--- src/rtl/mips_ctrl_pkg.sv ---
`default_nettype none
// ============================================================================
// Module      : mips_ctrl_pkg
// Description : Shared encodings for the multicycle MIPS main control FSM and
//               the downstream ALU control decoder: state codes, opcodes,
//               ALUOp values, datapath mux selects and the control word.
//               Optional feature macro: MC_ADDI_EN (ADDI instruction support).
// Revision    : 1.0 - initial release
// ============================================================================
package mips_ctrl_pkg;

    // Controller states; codes 13..15 are unused and recover to FETCH.
    typedef enum logic [3:0] {
        S_IDLE      = 4'd0,
        S_FETCH     = 4'd1,
        S_DECODE    = 4'd2,
        S_MEM_ADDR  = 4'd3,
        S_MEM_READ  = 4'd4,
        S_MEM_WB    = 4'd5,
        S_MEM_WRITE = 4'd6,
        S_R_EXEC    = 4'd7,
        S_R_WB      = 4'd8,
        S_BRANCH    = 4'd9,
        S_JUMP      = 4'd10,
        S_ADDI_EXEC = 4'd11,
        S_ADDI_WB   = 4'd12
    } state_t;

    // Opcode field (IR[31:26]) values recognised by the controller
    localparam logic [5:0] c_OP_RTYPE = 6'b000000;
    localparam logic [5:0] c_OP_LW    = 6'b100011;
    localparam logic [5:0] c_OP_SW    = 6'b101011;
    localparam logic [5:0] c_OP_BEQ   = 6'b000100;
    localparam logic [5:0] c_OP_BNE   = 6'b000101;
    localparam logic [5:0] c_OP_J     = 6'b000010;
    localparam logic [5:0] c_OP_ADDI  = 6'b001000;

    // ALUOp encodings understood by the ALU control decoder
    localparam logic [1:0] c_ALUOP_ADD   = 2'b00;
    localparam logic [1:0] c_ALUOP_SUB   = 2'b01;
    localparam logic [1:0] c_ALUOP_FUNCT = 2'b10;

    // ALU B operand select
    localparam logic [1:0] c_SRCB_BREG    = 2'b00;
    localparam logic [1:0] c_SRCB_FOUR    = 2'b01;
    localparam logic [1:0] c_SRCB_IMM     = 2'b10;
    localparam logic [1:0] c_SRCB_IMM_SH2 = 2'b11;

    // PC source select
    localparam logic [1:0] c_PCSRC_ALU    = 2'b00;
    localparam logic [1:0] c_PCSRC_ALUOUT = 2'b01;
    localparam logic [1:0] c_PCSRC_JUMP   = 2'b10;

    // Moore control word produced purely from the current state
    typedef struct packed {
        logic [1:0] alu_op;
        logic       pc_write;
        logic       pc_write_cond;
        logic       iord;
        logic       mem_read;
        logic       mem_write;
        logic       ir_write;
        logic       mem_to_reg;
        logic       reg_dst;
        logic       reg_write;
        logic       alu_src_a;
        logic [1:0] alu_src_b;
        logic [1:0] pc_source;
    } ctrl_word_t;

    // True for every opcode the controller can execute in this build
    function automatic logic is_legal_opcode(input logic [5:0] op);
        logic legal;
        legal = (op == c_OP_RTYPE) || (op == c_OP_LW)  || (op == c_OP_SW) ||
                (op == c_OP_BEQ)   || (op == c_OP_BNE) || (op == c_OP_J);
`ifdef MC_ADDI_EN
        legal = legal || (op == c_OP_ADDI);
`endif
        return legal;
    endfunction

endpackage
`default_nettype wire

--- src/rtl/mc_ctrl_outdec.sv ---
`default_nettype none
// ============================================================================
// Module      : mc_ctrl_outdec
// Description : Pure combinational state -> control word decoder for the
//               multicycle MIPS main controller. FETCH raises ir_write and
//               pc_write unconditionally; the top gates them with mem_ready.
//               Optional feature macro: MC_ADDI_EN (ADDI states decoded).
// Revision    : 1.0 - initial release
// ============================================================================
module mc_ctrl_outdec
    import mips_ctrl_pkg::*;
(
    input  state_t     i_state,
    output ctrl_word_t o_cw
);

    // Decode each state into its datapath control word; unused states stay 0
    always_comb begin
        o_cw = '0;
        case (i_state)
            S_FETCH: begin
                o_cw.mem_read  = 1'b1;
                o_cw.iord      = 1'b0;
                o_cw.alu_src_a = 1'b0;
                o_cw.alu_src_b = c_SRCB_FOUR;
                o_cw.alu_op    = c_ALUOP_ADD;
                o_cw.pc_source = c_PCSRC_ALU;
                o_cw.ir_write  = 1'b1;
                o_cw.pc_write  = 1'b1;
            end
            S_DECODE: begin
                // Speculatively form the branch target into ALUOut
                o_cw.alu_src_a = 1'b0;
                o_cw.alu_src_b = c_SRCB_IMM_SH2;
                o_cw.alu_op    = c_ALUOP_ADD;
            end
            S_MEM_ADDR: begin
                o_cw.alu_src_a = 1'b1;
                o_cw.alu_src_b = c_SRCB_IMM;
                o_cw.alu_op    = c_ALUOP_ADD;
            end
            S_MEM_READ: begin
                o_cw.mem_read = 1'b1;
                o_cw.iord     = 1'b1;
            end
            S_MEM_WB: begin
                o_cw.reg_write  = 1'b1;
                o_cw.mem_to_reg = 1'b1;
                o_cw.reg_dst    = 1'b0;
            end
            S_MEM_WRITE: begin
                o_cw.mem_write = 1'b1;
                o_cw.iord      = 1'b1;
            end
            S_R_EXEC: begin
                o_cw.alu_src_a = 1'b1;
                o_cw.alu_src_b = c_SRCB_BREG;
                o_cw.alu_op    = c_ALUOP_FUNCT;
            end
            S_R_WB: begin
                o_cw.reg_write  = 1'b1;
                o_cw.reg_dst    = 1'b1;
                o_cw.mem_to_reg = 1'b0;
            end
            S_BRANCH: begin
                o_cw.alu_src_a     = 1'b1;
                o_cw.alu_src_b     = c_SRCB_BREG;
                o_cw.alu_op        = c_ALUOP_SUB;
                o_cw.pc_write_cond = 1'b1;
                o_cw.pc_source     = c_PCSRC_ALUOUT;
            end
            S_JUMP: begin
                o_cw.pc_write  = 1'b1;
                o_cw.pc_source = c_PCSRC_JUMP;
            end
`ifdef MC_ADDI_EN
            S_ADDI_EXEC: begin
                o_cw.alu_src_a = 1'b1;
                o_cw.alu_src_b = c_SRCB_IMM;
                o_cw.alu_op    = c_ALUOP_ADD;
            end
            S_ADDI_WB: begin
                o_cw.reg_write  = 1'b1;
                o_cw.reg_dst    = 1'b0;
                o_cw.mem_to_reg = 1'b0;
            end
`endif
            default: o_cw = '0;
        endcase
    end

endmodule
`default_nettype wire

--- src/rtl/mc_main_control.sv ---
`default_nettype none
// ============================================================================
// Module      : mc_main_control
// Description : Multicycle MIPS main control FSM. Sequences fetch, decode,
//               execute, memory and writeback, drives ALUOp and all datapath
//               enables, and handshakes with the unified memory via mem_ready.
//               Optional feature macro: MC_ADDI_EN (ADDI instruction support;
//               when undefined opcode 001000 is reported as illegal).
// Revision    : 1.0 - initial release
// ============================================================================
module mc_main_control
    import mips_ctrl_pkg::*;
#(
    parameter int STATE_W = 4,
    parameter int OPC_W   = 6
) (
    input  logic               clk,
    input  logic               rst_n,
    input  logic [OPC_W-1:0]   opcode,
    input  logic               mem_ready,
    output logic [1:0]         alu_op,
    output logic               pc_write,
    output logic               pc_write_cond,
    output logic               branch_ne,
    output logic               iord,
    output logic               mem_read,
    output logic               mem_write,
    output logic               ir_write,
    output logic               mem_to_reg,
    output logic               reg_dst,
    output logic               reg_write,
    output logic               alu_src_a,
    output logic [1:0]         alu_src_b,
    output logic [1:0]         pc_source,
    output logic               illegal_op,
    output logic [STATE_W-1:0] dbg_state
);

    state_t     r_state;
    state_t     w_next;
    ctrl_word_t w_cw;
    logic [5:0] w_op;
    logic       w_fetch_gate;

    assign w_op = 6'(opcode);

    // State register; reset returns to IDLE at once so no write can follow
    always_ff @(posedge clk or negedge rst_n) begin
        if (!rst_n) begin
            r_state <= S_IDLE;
        end else begin
            r_state <= w_next;
        end
    end

    // Next-state sequencing; memory states wait on mem_ready, others advance
    always_comb begin
        w_next = S_FETCH;
        case (r_state)
            S_IDLE:      w_next = S_FETCH;
            S_FETCH:     w_next = mem_ready ? S_DECODE : S_FETCH;
            S_DECODE: begin
                case (w_op)
                    c_OP_RTYPE:         w_next = S_R_EXEC;
                    c_OP_LW, c_OP_SW:   w_next = S_MEM_ADDR;
                    c_OP_BEQ, c_OP_BNE: w_next = S_BRANCH;
                    c_OP_J:             w_next = S_JUMP;
`ifdef MC_ADDI_EN
                    c_OP_ADDI:          w_next = S_ADDI_EXEC;
`endif
                    default:            w_next = S_FETCH;
                endcase
            end
            S_MEM_ADDR:  w_next = (w_op == c_OP_LW) ? S_MEM_READ : S_MEM_WRITE;
            S_MEM_READ:  w_next = mem_ready ? S_MEM_WB : S_MEM_READ;
            S_MEM_WB:    w_next = S_FETCH;
            S_MEM_WRITE: w_next = mem_ready ? S_FETCH : S_MEM_WRITE;
            S_R_EXEC:    w_next = S_R_WB;
            S_R_WB:      w_next = S_FETCH;
            S_BRANCH:    w_next = S_FETCH;
            S_JUMP:      w_next = S_FETCH;
`ifdef MC_ADDI_EN
            S_ADDI_EXEC: w_next = S_ADDI_WB;
            S_ADDI_WB:   w_next = S_FETCH;
`endif
            default:     w_next = S_FETCH;
        endcase
    end

    mc_ctrl_outdec u_outdec (
        .i_state (r_state),
        .o_cw    (w_cw)
    );

    // In FETCH the IR and PC only load on the cycle memory delivers the word
    assign w_fetch_gate = (r_state != S_FETCH) || mem_ready;

    assign alu_op        = w_cw.alu_op;
    assign pc_write      = w_cw.pc_write & w_fetch_gate;
    assign pc_write_cond = w_cw.pc_write_cond;
    assign branch_ne     = (r_state == S_BRANCH) && w_op[0];
    assign iord          = w_cw.iord;
    assign mem_read      = w_cw.mem_read;
    assign mem_write     = w_cw.mem_write;
    assign ir_write      = w_cw.ir_write & w_fetch_gate;
    assign mem_to_reg    = w_cw.mem_to_reg;
    assign reg_dst       = w_cw.reg_dst;
    assign reg_write     = w_cw.reg_write;
    assign alu_src_a     = w_cw.alu_src_a;
    assign alu_src_b     = w_cw.alu_src_b;
    assign pc_source     = w_cw.pc_source;
    assign illegal_op    = (r_state == S_DECODE) && !is_legal_opcode(w_op);
    assign dbg_state     = STATE_W'(r_state);

endmodule
`default_nettype wire

--- config.mk ---
export PLATFORM = sky130hd
export DESIGN_NAME = mc_main_control
export DESIGN_NICKNAME = d
export VERILOG_FILES = /design/src/rtl/mips_ctrl_pkg.sv /design/src/rtl/mc_ctrl_outdec.sv /design/src/rtl/mc_main_control.sv
export SDC_FILE = /design/constraint.sdc
export NUM_CORES = 1
export LEC_CHECK = 0
export ABC_AREA = 0
export CAP_MARGIN = 25
export CORE_MARGIN = 3
export CORE_UTILIZATION = 31
export DETAILED_ROUTE_END_ITERATION = 7
export GPL_ROUTABILITY_DRIVEN = 0
export GPL_TIMING_DRIVEN = 0
export PLACE_DENSITY = 0.76
export SYNTH_ARGS = -nofsm -noshare
export SYNTH_HDL_FRONTEND = slang
export SYNTH_SLANG_ARGS = --single-unit
--- constraint.sdc ---
create_clock -name clk -period 1.1 [get_ports clk]
set_input_delay 0.22 -clock clk [delete_from_list [all_inputs] [get_ports clk]]
set_output_delay 0.22 -clock clk [all_outputs]
set_load 0.03 [all_outputs]
==> results of run 1 <==
## what timing repair did
item / in CTS
resized for setup: 184
buffers inserted: 22
setup endpoints to repair: 26
pin swaps: 12
## stage by stage
step / instances / hold WS [ps] / utilization / instance area (sq um) / setup WS (ps)
3_3_place_gp: 109 / 427 / 0.658 / 910 / -1080
2_1_floorplan: 64 / -75.6 / - / 591 / -520
4_1_cts: 134 / 187 / 0.896 / 1240 / -549
3_5_place_dp: 109 / 438 / 0.658 / 910 / -1090
## cell families after synthesis
| kind of cell | count (synthesis) | share of synthesized area |
|---|---|---|
| flip-flops | 4 | 0.208 |
| AND/OR/NAND/NOR | 40 | 0.492 |
| AO/OA/AOI/OAI | 14 | 0.198 |
| buffers and inverters | 5 | 0.0833 |
| XOR/XNOR | 1 | 0.0182 |
==> key figures, run 1 <==
Run status
  • Last stage: global routing (5_1_grt)
  • Err: [ERROR DPL-0038] Utilization greater than 100%, impossible to legalize
  • Status: did not finish

Yosys
  • Largest cells by area after synthesis: dfrtp_1 21%, nor2_1 7.0%, nand2b_1 6.5%, buf_6 4.7%, nand3b_1 4.7%
  • Post-Synthesis Cells: 64
  • Seq/Total Area, Yosys: 0.208
  • Post-synth ARST share: 1.00
  • Mapped cell area: 480 sq um
  • Syn Nets: 73
  • Mapped Avg Cell Area: 7.51 sq um
  • Synth warnings: 0
  • EDFF count, synth: 0
  • Seq cells post-synth: 4
  • Ys flop type: dfrtp_1
  • Post-synth top area share: 0.208
  • Number of distinct library cells after synthesis: 30
  • Synth area leader: dfrtp_1
  • Most frequent cell after synthesis: nor2_1
  • Commonest cells post-synth: 9 x nor2_1, 5 x nand2b_1, 4 x dfrtp_1, 4 x nor3_1

Clock tree
  • Clk buf depth: 2
  • CTS H-tree lvls: 1
  • Root Buffer: clkbuf_4
  • Hold buffer count at cts: 0
  • TritonCTS Sinks: 4
  • CTS buffer count: 3

STA
  • Worst ep type: primary output
  • Worst endpoint, post-GRT repair: pc_write

Die
  • # rows: 13
  • I/O pins: 31
  • Starting Density: 0.348
  • Die height: 45.4 um
  • Die Width: 45.4 um

Placed design
  • Post-DP HPWL: 1170 um
  • Port bufs: 30

GRT
  • Pin count of the biggest net entering global routing: 9
==> run 2, diff against run 1 <==
Settings changed: CORE_AREA set to 3 3 64 66, CORE_MARGIN 3 to not set, CORE_UTILIZATION 31 to not set, DIE_AREA set to 0 0 67 69, PLACE_DENSITY 0.76 to not set, PLACE_DENSITY_LB_ADDON set to 0.15.
Clock period 1.1 ns to 1.4 ns, I/O delays scaled along.
==> run 2 against run 1 <==
Effect of this change:
- the flow now finishes, with violations (setup timing)
- synthesized cell count unchanged
- area after synthesis unchanged
==> key figures, run 2 <==
Placed design
  • Port bufs: 30 (unchanged)
  • Post-DP HPWL: 1340 um (+14%)
  • Placed insts: 142 (+30%)

Power
  • Comb pwr share: 0.816
  • Leakage Power: 0.562 nW
  • Flop pwr share: 0.087
  • Max IR drop VDD: 0.000478 V
  • Total power after layout: 2.73 mW
  • Clock Power Share: 0.097
  • Sw Pwr: 1.23 mW
  • Switching share of power: 0.450
  • Internal: 1.50 mW
  • Pwr per Cell Area: 2030 nW/um^2

Layout
  • Max reg flops: 4
  • Ratio of cells with drive above 1 in the final layout: 0.708
  • N_diodes: 0
  • Post-route insts no fill: 168
  • Most common cell after layout, fill and taps aside: buf_6
  • Most frequent cells in the layout: 30 x buf_6, 12 x buf_4, 8 x nor2_4, 8 x dlygate4sd2_1
  • Layout net count: 130
  • Synthesis-to-layout area growth: 181%

Run status
  • Failing checks: setup timing
  • Status: finished, violations left

Route
  • Drt pass-1 iters: 4
  • Post-Route WL: 2150 um
  • Vias per std cell: 4.14
  • DR iter-0 viols: 12
  • Post-DRT Antenna Nets: 0
  • WL per Instance: 12.8 um
  • Vias: 696
  • # DRC: 0

Clock tree
  • CTS buffer count: 3 (unchanged)
  • Hold buffer count at cts: 0 (unchanged)
  • Clk buf depth: 2 (unchanged)
  • Worst skew pair latency: 230 ps
  • TritonCTS clock tree: done
  • Root Buffer: clkbuf_8
  • Worst-path clk slew: 40 ps
  • TritonCTS Sinks: 4 (unchanged)
  • CTS H-tree lvls: 1 (unchanged)

Yosys
  • Post-synth top area share: 0.208 (unchanged)
  • Synth area leader: dfrtp_1
  • Seq cells post-synth: 4 (unchanged)
  • Number of distinct library cells after synthesis: 30 (unchanged)
  • Most frequent cell after synthesis: nor2_1
  • Post-synth ARST share: 1.00 (unchanged)
  • Largest cells by area after synthesis: dfrtp_1 21%, nor2_1 7.0%, nand2b_1 6.5%, buf_6 4.7%, nand3b_1 4.7%
  • EDFF count, synth: 0 (unchanged)
  • Post-Synthesis Cells: 64 (unchanged)
  • Synth warnings: 0 (unchanged)
  • Mapped Avg Cell Area: 7.51 sq um (unchanged)
  • Commonest cells post-synth: 9 x nor2_1, 5 x nand2b_1, 4 x dfrtp_1, 4 x nor3_1
  • Seq/Total Area, Yosys: 0.208 (unchanged)
  • Syn Nets: 73 (unchanged)
  • Ys flop type: dfrtp_1
  • Mapped cell area: 480 sq um (unchanged)

STA
  • Setup ws final: -254 ps
  • Setup violators final: 17
  • Fmax achieved: 605 MHz
  • WHS: 252 ps
  • Slew headroom: 0.796
  • Worst slew pin tran: 308 ps
  • RSZ-0062 raised after global routing: yes
  • Final hold vios: 0
  • Worst Clk Skew: 7.78 ps
  • Fin crit period: 1650 ps
  • Fin. max-slew vios: 0
  • Final period utilization: 1.18

Die
  • I/O pins: 31 (unchanged)
  • Die Width: 67 um (+48%)
  • Core area: 3630 sq um
  • # rows: 22 (+9)
  • Starting Density: 0.132 (-0.215)
  • Die ar.: 4620 sq um
  • Die height: 69 um (+52%)

Worst setup path
  • Worst Path Arrival: 1370 ps
  • WS Path Type: reg -> out
  • Worst R2R End: dbg_state[1]$_DFF_PN0_
  • Worst Setup End Kind: output pin
  • Flop2flop setup slack: 30 ps
  • Reg-to-Reg Start: dbg_state[1]$_DFF_PN0_
  • Crit start category: flop
  • Req. time, crit path: 1120 ps
  • Worst-case reg-to-reg path depth: 7
  • Crit-path max FO: 4

GRT
  • Vias in the first global route: 733
  • First-pass GRT wire length: 3370 um
  • Pin count of the biggest net entering global routing: 11
  • Total grt overflow: 0
  • Gr usage total: 0.0959
  • Initial antenna violation count: 0

Run
  • Maxcap violations: 0

Hold path
  • Worst hold path type: in -> async
-- run 2: logic make-up after synthesis --
kind of cell / after synthesis / share of synthesized area
XOR/XNOR: 1 / 0.0182
AO/OA/AOI/OAI: 14 / 0.198
flip-flops: 4 / 0.208
buffers and inverters: 5 / 0.0833
AND/OR/NAND/NOR: 40 / 0.492
-- run 2: repair_timing --
item,CTS,global route
setup endpoints to repair,22,21
gates cloned,1,0
buffers inserted,18,5
endpoints found under the hold margin,0,0
gates resized for setup,162,21
pin swaps,8,10
-- run 2: power groups by stage --
| stage | clock network, mW | registers (mW) | logic (mW) |
|---|---|---|---|
| final | 0.265 | 0.238 | 2.23 |
| after global routing | 0.281 | 0.247 | 2.37 |
| after CTS | 0.268 | 0.229 | 2.10 |
| after detailed placement | 0 | 0.225 | 1.52 |
| after global placement | 0 | 0.225 | 1.52 |
| after floorplan | 0 | 0.291 | 0.936 |
-- run 2: cell type report --
| type | count | area, sq um |
|---|---|---|
| Tap cell | 48 | 60.1 |
| Sequential cell | 4 | 105 |
| Fill cell | 396 | 2280 |
| Buffer | 5 | 63.8 |
| Clock buffer | 4 | 45.0 |
| Timing Repair Buffer | 52 | 539 |
| Multi-Input combinational cell | 55 | 537 |
-- run 2: worst max-delay path, stage by stage, from the launching register on --
cell and delay, ps:
dfrtp_2 420, buf_6 130, nand3b_1 200, nor3_4 150, or2_4 140, buf_6 120
-- run 2: how the worst max path moves through the flow --
stage | from | end | slack [ps]
finish | dbg_state[1]$_DFF_PN0_ | pc_write | -250
global route | dbg_state[1]$_DFF_PN0_ | pc_write | -350
CTS | dbg_state[3]$_DFF_PN0_ | alu_op[1] | -310
detailed placement | opcode[1] | illegal_op | -910
global placement | opcode[1] | illegal_op | -950
floorplan | dbg_state[1]$_DFF_PN0_ | pc_write | -280
-- run 2: metal layers --
metal | wire length, um | part of all wire | global-route usage | vias to the layer above
li1 | - | - | - | 341
met1 | 881 | 0.41 | 0.116 | 320
met2 | 1060 | 0.49 | 0.153 | 28
met3 | 147 | 0.068 | 0.0261 | 7
met4 | 56 | 0.026 | 0.0473 | 0
met5 | 0 | 0 | 0 | -
-- run 2: per-stage QoR --
| step | setup TNS [ps] | setup slack (ps) | area [sq um] | utilization |
|---|---|---|---|---|
| 2_1_floorplan | -2260 | -280 | 569 | - |
| 3_3_place_gp | -11380 | -946 | 930 | 0.256 |
| 3_5_place_dp | -11410 | -910 | 930 | 0.256 |
| 4_1_cts | -3370 | -314 | 1270 | 0.351 |
| 5_1_grt | -4140 | -354 | 1350 | 0.372 |
| 6_report | -3110 | -254 | 1350 | 0.372 |
Power figures use the tool's default switching activity.
==> run 3, diff against run 2 <==
Settings changed: CTS_BUF_LIST set to sky130_fd_sc_hd__clkbuf_4 sky130_fd_sc_hd__clkbuf_8.
==> run 3 against run 2 <==
Effect of this change:
- the flow still finishes with violations (setup timing)
- sequential share of layout area is essentially flat
- fmax is essentially flat
- via count shrank 0.72%
- hold slack is essentially flat
- routed wire length shrank 1.1%
- die area is the same
- clock power grew 7%
- critical endpoint unchanged
- largest cell class unchanged
- largest power group unchanged
- highest routed layer unchanged
==> key figures, run 3 (same netlist as run 2, synthesis figures left out) <==
Run status
  • Status: finished, violations left
  • Failing checks: setup timing

STA
  • Fin. max-slew vios: 0 (unchanged)
  • Setup ws final: -253 ps (+0.865 ps)
  • Final hold vios: 0 (unchanged)
  • Setup violators final: 17 (unchanged)
  • Slew headroom: 0.796 (about the same)
  • Final period utilization: 1.18 (about the same)
  • Fmax achieved: 605 MHz (about the same)
  • Sum Neg Setup Slack: -3090 ps (+24.6 ps)
  • Worst slew pin tran: 308 ps (+0.116 ps)
  • RSZ-0062 raised after global routing: yes
  • Worst Clk Skew: 7.59 ps (-0.183 ps)
  • Fin crit period: 1650 ps (-0.865 ps)

Worst setup path
  • Largest delay share family, worst path: simple AND/OR/NAND/NOR gates
  • Crit start category: flop
  • Worst Setup End Kind: output pin
  • Worst Path Arrival: 1370 ps (about the same)
  • Slowest cell on crit path: dfrtp_2
  • Crit-path max FO: 4 (unchanged)
  • WS Path Type: reg -> out
  • CP max stage delay: 420 ps (about the same)
  • Critical path's most frequent cell: buf_6
  • Req. time, crit path: 1120 ps (about the same)
  • CP Buf/Inv Count: 2 (unchanged)
  • Cells along the critical path: buf_6 -> nand3b_1 -> nor3_4 -> or2_4 -> buf_6

Clock tree
  • CTS H-tree lvls: 1 (unchanged)
  • CTS buffer count: 3 (unchanged)
  • Hold buffer count at cts: 0 (unchanged)
  • Clk buf depth: 2 (unchanged)
  • Worst-path clk slew: 40 ps (about the same)
  • Worst skew pair latency: 230 ps (about the same)
  • TritonCTS Sinks: 4 (unchanged)
  • TritonCTS clock tree: done
  • Root Buffer: clkbuf_8

Layout
  • Final instance area: 1350 sq um (+0.28%)
  • Most common cell after layout, fill and taps aside: buf_6
  • Most frequent cells in the layout: 30 x buf_6, 12 x buf_4, 8 x nor2_4, 8 x dlygate4sd2_1
  • Max reg flops: 4 (unchanged)
  • Synthesis-to-layout area growth: 182%
  • N_diodes: 0 (unchanged)
  • Register Area: 105 sq um (unchanged)
  • Number of fill cells: 394 (-0.51%)
  • Layout net count: 130 (unchanged)
  • Multi-input logic area: 537 sq um (unchanged)
  • Ratio of cells with drive above 1 in the final layout: 0.717 (+0.00833)

Route
  • # DRC: 0 (unchanged)
  • Met1 Routed Length: 874 um (-0.79%)
  • Post-DRT Antenna Nets: 0 (unchanged)
  • WL per Instance: 12.6 um (-1.1%)
  • DR top layer: met4
  • Vias per std cell: 4.11 (-0.72%)
  • Vias: 691 (-0.72%)
  • Metal3 WL: 147 um (unchanged)
  • Drt pass-1 iters: 4 (unchanged)
  • Post-Route WL: 2120 um (-1.1%)
  • DR iter-0 viols: 12 (unchanged)
  • Met2 WL: 1040 um (-1.5%)

Power
  • Total power after layout: 2.75 mW (+0.61%)
  • Max IR drop VDD: 0.000478 V (about the same)
  • Pwr per Cell Area: 2030 nW/um^2 (+0.33%)
  • Leakage Power: 0.566 nW (+0.61%)

GRT
  • Total grt overflow: 0 (unchanged)
  • Gr usage total: 0.0953 (-0.000653)
  • Pin count of the biggest net entering global routing: 11 (unchanged)
  • Vias in the first global route: 728 (-0.68%)
  • First-pass GRT wire length: 3350 um (-0.62%)
  • Initial antenna violation count: 0 (unchanged)

Die
  • # rows: 22 (unchanged)
  • Starting Density: 0.132 (unchanged)
  • Die height: 69 um (unchanged)
  • Core area: 3630 sq um (unchanged)
  • Die ar.: 4620 sq um (unchanged)
  • Die Width: 67 um (unchanged)
  • I/O pins: 31 (unchanged)

Placed design
  • Port bufs: 30 (unchanged)
  • Post-DP HPWL: 1340 um (unchanged)
  • Cell Area, Placed: 930 sq um (unchanged)

Hold path
  • Worst hold path type: in -> async

Run
  • Maxcap violations: 0 (unchanged)
run 3: changes by cell type in the layout (fill, tap and decap cells not counted):
cell and delta:
clkbuf_4 +1, clkbuf_1 -1
run 3: timing repair:
| item | in CTS | in global routing |
|---|---|---|
| resized for setup | 162 | 21 |
| gates cloned | 1 | 0 |
| pin swaps | 8 | 10 |
| hold endpoints to repair | 0 | 0 |
| setup buffers | 18 | 5 |
| endpoints found under the setup margin | 22 | 21 |
run 3: area by class of cell:
cell class / count / share of cell area
buffer: 5 / 0.0471
clock buffer: 4 / 0.0360
timing repair buffer: 52 / 0.398
multi-input combinational: 55 / 0.396
sequential: 4 / 0.0776
tap: 48 / 0.0444
run 3: per-stage QoR:
stage	instances	util	hold slack (ps)	worst slack, ps
floorplan	64	-	-15.6	-280
global placement	142	0.256	489	-946
detailed placement	142	0.256	493	-910
CTS	165	0.352	256	-314
global route	168	0.373	266	-350
finish	168	0.373	252	-253
run 3: per-layer routing:
metal | global-route usage | vias to the layer above
met5 | 0 | -
met4 | 0.0473 | 0
met3 | 0.0261 | 7
met2 | 0.150 | 28
met1 | 0.117 | 313
li1 | - | 343
run 3: worst paths after layout:
check | start | to | slack, ps | cells past startpoint
min | rst_n | dbg_state[1]$_DFF_PN0_ | 250 | 1
max | dbg_state[1]$_DFF_PN0_ | pc_write | -250 | 5
min reg2reg | dbg_state[3]$_DFF_PN0_ | dbg_state[3]$_DFF_PN0_ | 700 | 3
min in group clk | opcode[4] | dbg_state[2]$_DFF_PN0_ | 480 | 4
max in group asynchronous | rst_n | dbg_state[3]$_DFF_PN0_ | 960 | 1
max reg2reg | dbg_state[1]$_DFF_PN0_ | dbg_state[1]$_DFF_PN0_ | 30 | 7
run 3: worst reg2reg max path: cells and delay by family (launching register included):
family | cells | cell delay [ps]
buffers and inverters | 4 | 470
AND/OR/NAND/NOR | 2 | 260
AO/OA/AOI/OAI | 1 | 180
flip-flops | 1 | 380
run 3: report_power, final:
part	switching [mW]	leakage, nW	internal (mW)
combinational	1.09	0.494	1.14
sequential	0.0702	0.0455	0.166
clock	0.0695	0.0262	0.214
total	1.23	0.566	1.52
==> run 4, diff against run 3 <==
Settings changed: SYNTH_HIERARCHICAL set to 1.
==> run 4 against run 3 <==
Effect of this change:
- the run still ends with setup timing left
- register-to-register slack worse by 150 ps
- clock skew down 1.9 ps
- fmax down 6.1%
- largest cell class unchanged
==> key figures, run 4 <==
Run status
  • Status: finished, violations left
  • Failing checks: setup timing

STA
  • Fin. max-slew vios: 0 (unchanged)
  • Fmax achieved: 568 MHz (-6.1%)
  • RSZ-0062 raised after global routing: yes
  • Slew headroom: 0.757 (-0.0388)
  • Final hold vios: 0 (unchanged)
  • Worst slew pin tran: 362 ps (+53.7 ps)
  • Worst Clk Skew: 5.65 ps (-1.95 ps)
  • Setup violators final: 20 (+3)
  • Final period utilization: 1.26 (+0.0772)
  • Fin crit period: 1760 ps (+108 ps)
  • Setup ws final: -361 ps (-108 ps)

GRT
  • Vias in the first global route: 801 (+10%)
  • First-pass GRT wire length: 3810 um (+14%)
  • Initial antenna violation count: 0 (unchanged)
  • Total grt overflow: 0 (unchanged)
  • Gr usage total: 0.103 (+0.00763)
  • Pin count of the biggest net entering global routing: 10 (-1)

Route
  • DR iter-0 viols: 19 (+7)
  • WL per Instance: 12.7 um (+0.77%)
  • Vias per std cell: 4.32 (+5.0%)
  • Vias: 812 (+18%)
  • # DRC: 0 (unchanged)
  • Post-Route WL: 2390 um (+13%)
  • Drt pass-1 iters: 4 (unchanged)
  • Post-DRT Antenna Nets: 0 (unchanged)

Worst setup path
  • Crit-path max FO: 3 (-1)
  • Reg-to-Reg Start: dbg_state[1]$_DFF_PN0_
  • Worst Path Arrival: 1480 ps (+110 ps)
  • Slowest cell on crit path: or3b_4
  • WS Path Type: reg -> out
  • Critical Path Start: dbg_state[1]$_DFF_PN0_
  • Worst Setup End Kind: output pin
  • Crit start category: flop
  • Req. time, crit path: 1120 ps (about the same)
  • Worst-case reg-to-reg path depth: 5 (-2)
  • CP max stage delay: 390 ps (-30 ps)
  • Cells along the critical path: buf_6 -> or3b_4 -> a2111oi_4 -> buf_4

Clock tree
  • TritonCTS clock tree: done
  • Root Buffer: clkbuf_8
  • TritonCTS Sinks: 4 (unchanged)
  • CTS H-tree lvls: 1 (unchanged)
  • Clk buf depth: 2 (unchanged)
  • Worst skew pair latency: 220 ps (about the same)
  • Worst-path clk slew: 30 ps (about the same)
  • CTS buffer count: 3 (unchanged)

Layout
  • Most common cell after layout, fill and taps aside: buf_6
  • Max reg flops: 4 (unchanged)
  • Most frequent cells in the layout: 38 x buf_6, 19 x buf_4, 9 x nor2_4
  • Layout net count: 151 (+16%)
  • Synthesis-to-layout area growth: 204%
  • N_diodes: 0 (unchanged)
  • Post-route insts no fill: 188 (+12%)
  • Ratio of cells with drive above 1 in the final layout: 0.743 (+0.0262)

Die
  • Starting Density: 0.138 (+0.00551)
  • Die height: 69 um (unchanged)
  • I/O pins: 31 (unchanged)
  • # rows: 22 (unchanged)
  • Core area: 3630 sq um (unchanged)
  • Die Width: 67 um (unchanged)
  • Die ar.: 4620 sq um (unchanged)

Yosys
  • Post-Synthesis Cells: 70 (+9.4%)
  • Post-synth ARST share: 1.00 (unchanged)
  • Largest cells by area after synthesis: dfrtp_1 20%, nor2_1 9.7%, o22ai_2 7.5%, nand2_1 4.5%, a21oi_1 4.0%
  • Post-synth top area share: 0.200 (-0.00833)
  • Seq/Total Area, Yosys: 0.200 (-0.00833)
  • Commonest cells post-synth: 13 x nor2_1, 6 x nand2_1, 4 x a21oi_1, 4 x dfrtp_1
  • Number of distinct library cells after synthesis: 34 (+13%)
  • Seq cells post-synth: 4 (unchanged)
  • Synth warnings: 6 (+6)
  • Synth area leader: dfrtp_1
  • EDFF count, synth: 0 (unchanged)
  • Mapped cell area: 500 sq um (+4.2%)
  • Syn Nets: 79 (+8.2%)
  • Ys flop type: dfrtp_1
  • Most frequent cell after synthesis: nor2_1
  • Mapped Avg Cell Area: 7.15 sq um (-4.8%)

Power
  • Pwr per Cell Area: 2180 nW/um^2 (+7.1%)
  • Max IR drop VDD: 0.000580 V (+21%)
  • Leakage Power: 0.637 nW (+13%)

Placed design
  • Pre-CTS WS: -1110 ps (-200 ps)
  • Post-DP HPWL: 1410 um (+5.4%)
  • Port bufs: 30 (unchanged)
  • Placed insts: 148 (+4.2%)

Hold path
  • Worst hold path type: in -> async

Run
  • Maxcap violations: 0 (unchanged)
==> run 4: changes by cell type in the layout (fill, tap and decap cells not counted), moves of 2 or more <==
cell,previous run,this run
buf_6,30,38
buf_4,12,19
dlygate4sd2_1,8,4
nand2_1,1,5
nor2_1,0,4
clkdlybuf4s15_2,0,3
nand3b_1,3,0
inv_1,0,2
nand2_2,2,0
nand3_1,0,2
nor3_2,3,1
o22ai_4,0,2
==> run 4: final cells by class <==
cell class	count	area, sq um
Fill cell	376	2110
Timing Repair Buffer	68	683
Multi-Input combinational cell	61	599
Sequential cell	4	105
Tap cell	48	60.1
Clock buffer	3	41.3
Buffer	2	26.3
Inverter	2	7.51
==> run 4: logic make-up (layout without fill, tap and decap cells) <==
group | Yosys count | after routing | synth area share
AOI/OAI and AO/OA | 17 | 17 | 0.270
xor gates and xnor gates | 1 | 1 | 0.0175
buffers and inverters | 5 | 75 | 0.0600
DFF | 4 | 4 | 0.200
and+or+nand+nor | 43 | 43 | 0.453
==> run 4: final timing paths <==
kind	to	slack, ps
worst min-delay path	dbg_state[3]$_DFF_PN0_	270
worst max-delay path	illegal_op	-360
max in group asynchronous	dbg_state[1]$_DFF_PN0_	930
worst min register to register	dbg_state[3]$_DFF_PN0_	740
worst max register to register	dbg_state[1]$_DFF_PN0_	-120
min in group clk	dbg_state[0]$_DFF_PN0_	640
==> run 4: metrics by stage <==
stage / util / power (mW) / area (sq um) / hold slack, ps / TNS [ps]
after floorplan: - / 1.48 / 629 / -15.6 / -1410
after global placement: 0.272 / 2.04 / 990 / 487 / -11740
after detailed placement: 0.272 / 2.05 / 990 / 494 / -11920
after CTS: 0.390 / 3.09 / 1420 / 269 / -3460
after global routing: 0.419 / 3.50 / 1520 / 289 / -4730
final: 0.419 / 3.31 / 1520 / 271 / -3780
==> run 4: layer usage <==
metal / wire length [um] / share of wire / track usage / vias to the layer above
met1: 903 / 0.38 / 0.131 / 382
met4: 17 / 0.0071 / 0.0270 / 0
met3: 147 / 0.061 / 0.0179 / 2
met5: 0 / 0 / 0 / -
li1: - / - / - / 396
met2: 1330 / 0.55 / 0.175 / 32
==> run 4: power breakdown <==
group          leakage [nW]  total [mW]  internal, mW  switching (mW)
combinational         0.570        2.84          1.49            1.35
sequential           0.0455       0.232         0.166          0.0658
clock                0.0216       0.244         0.183          0.0604
total                 0.637        3.31          1.84            1.47
==> run 4: what timing repair did <==
action | CTS | global route
pin swaps | 12 | 13
setup endpoints to repair | 24 | 23
hold buffers | 0 | 0
setup buffers | 31 | 9
gates resized for setup | 183 | 17
==> run 4: worst max-delay path, delay by kind of cell, from the launching register on <==
family	cells	cell delay, ps
simple gates	1	390
flops	1	380
buf+inv	2	320
compound gates	1	180
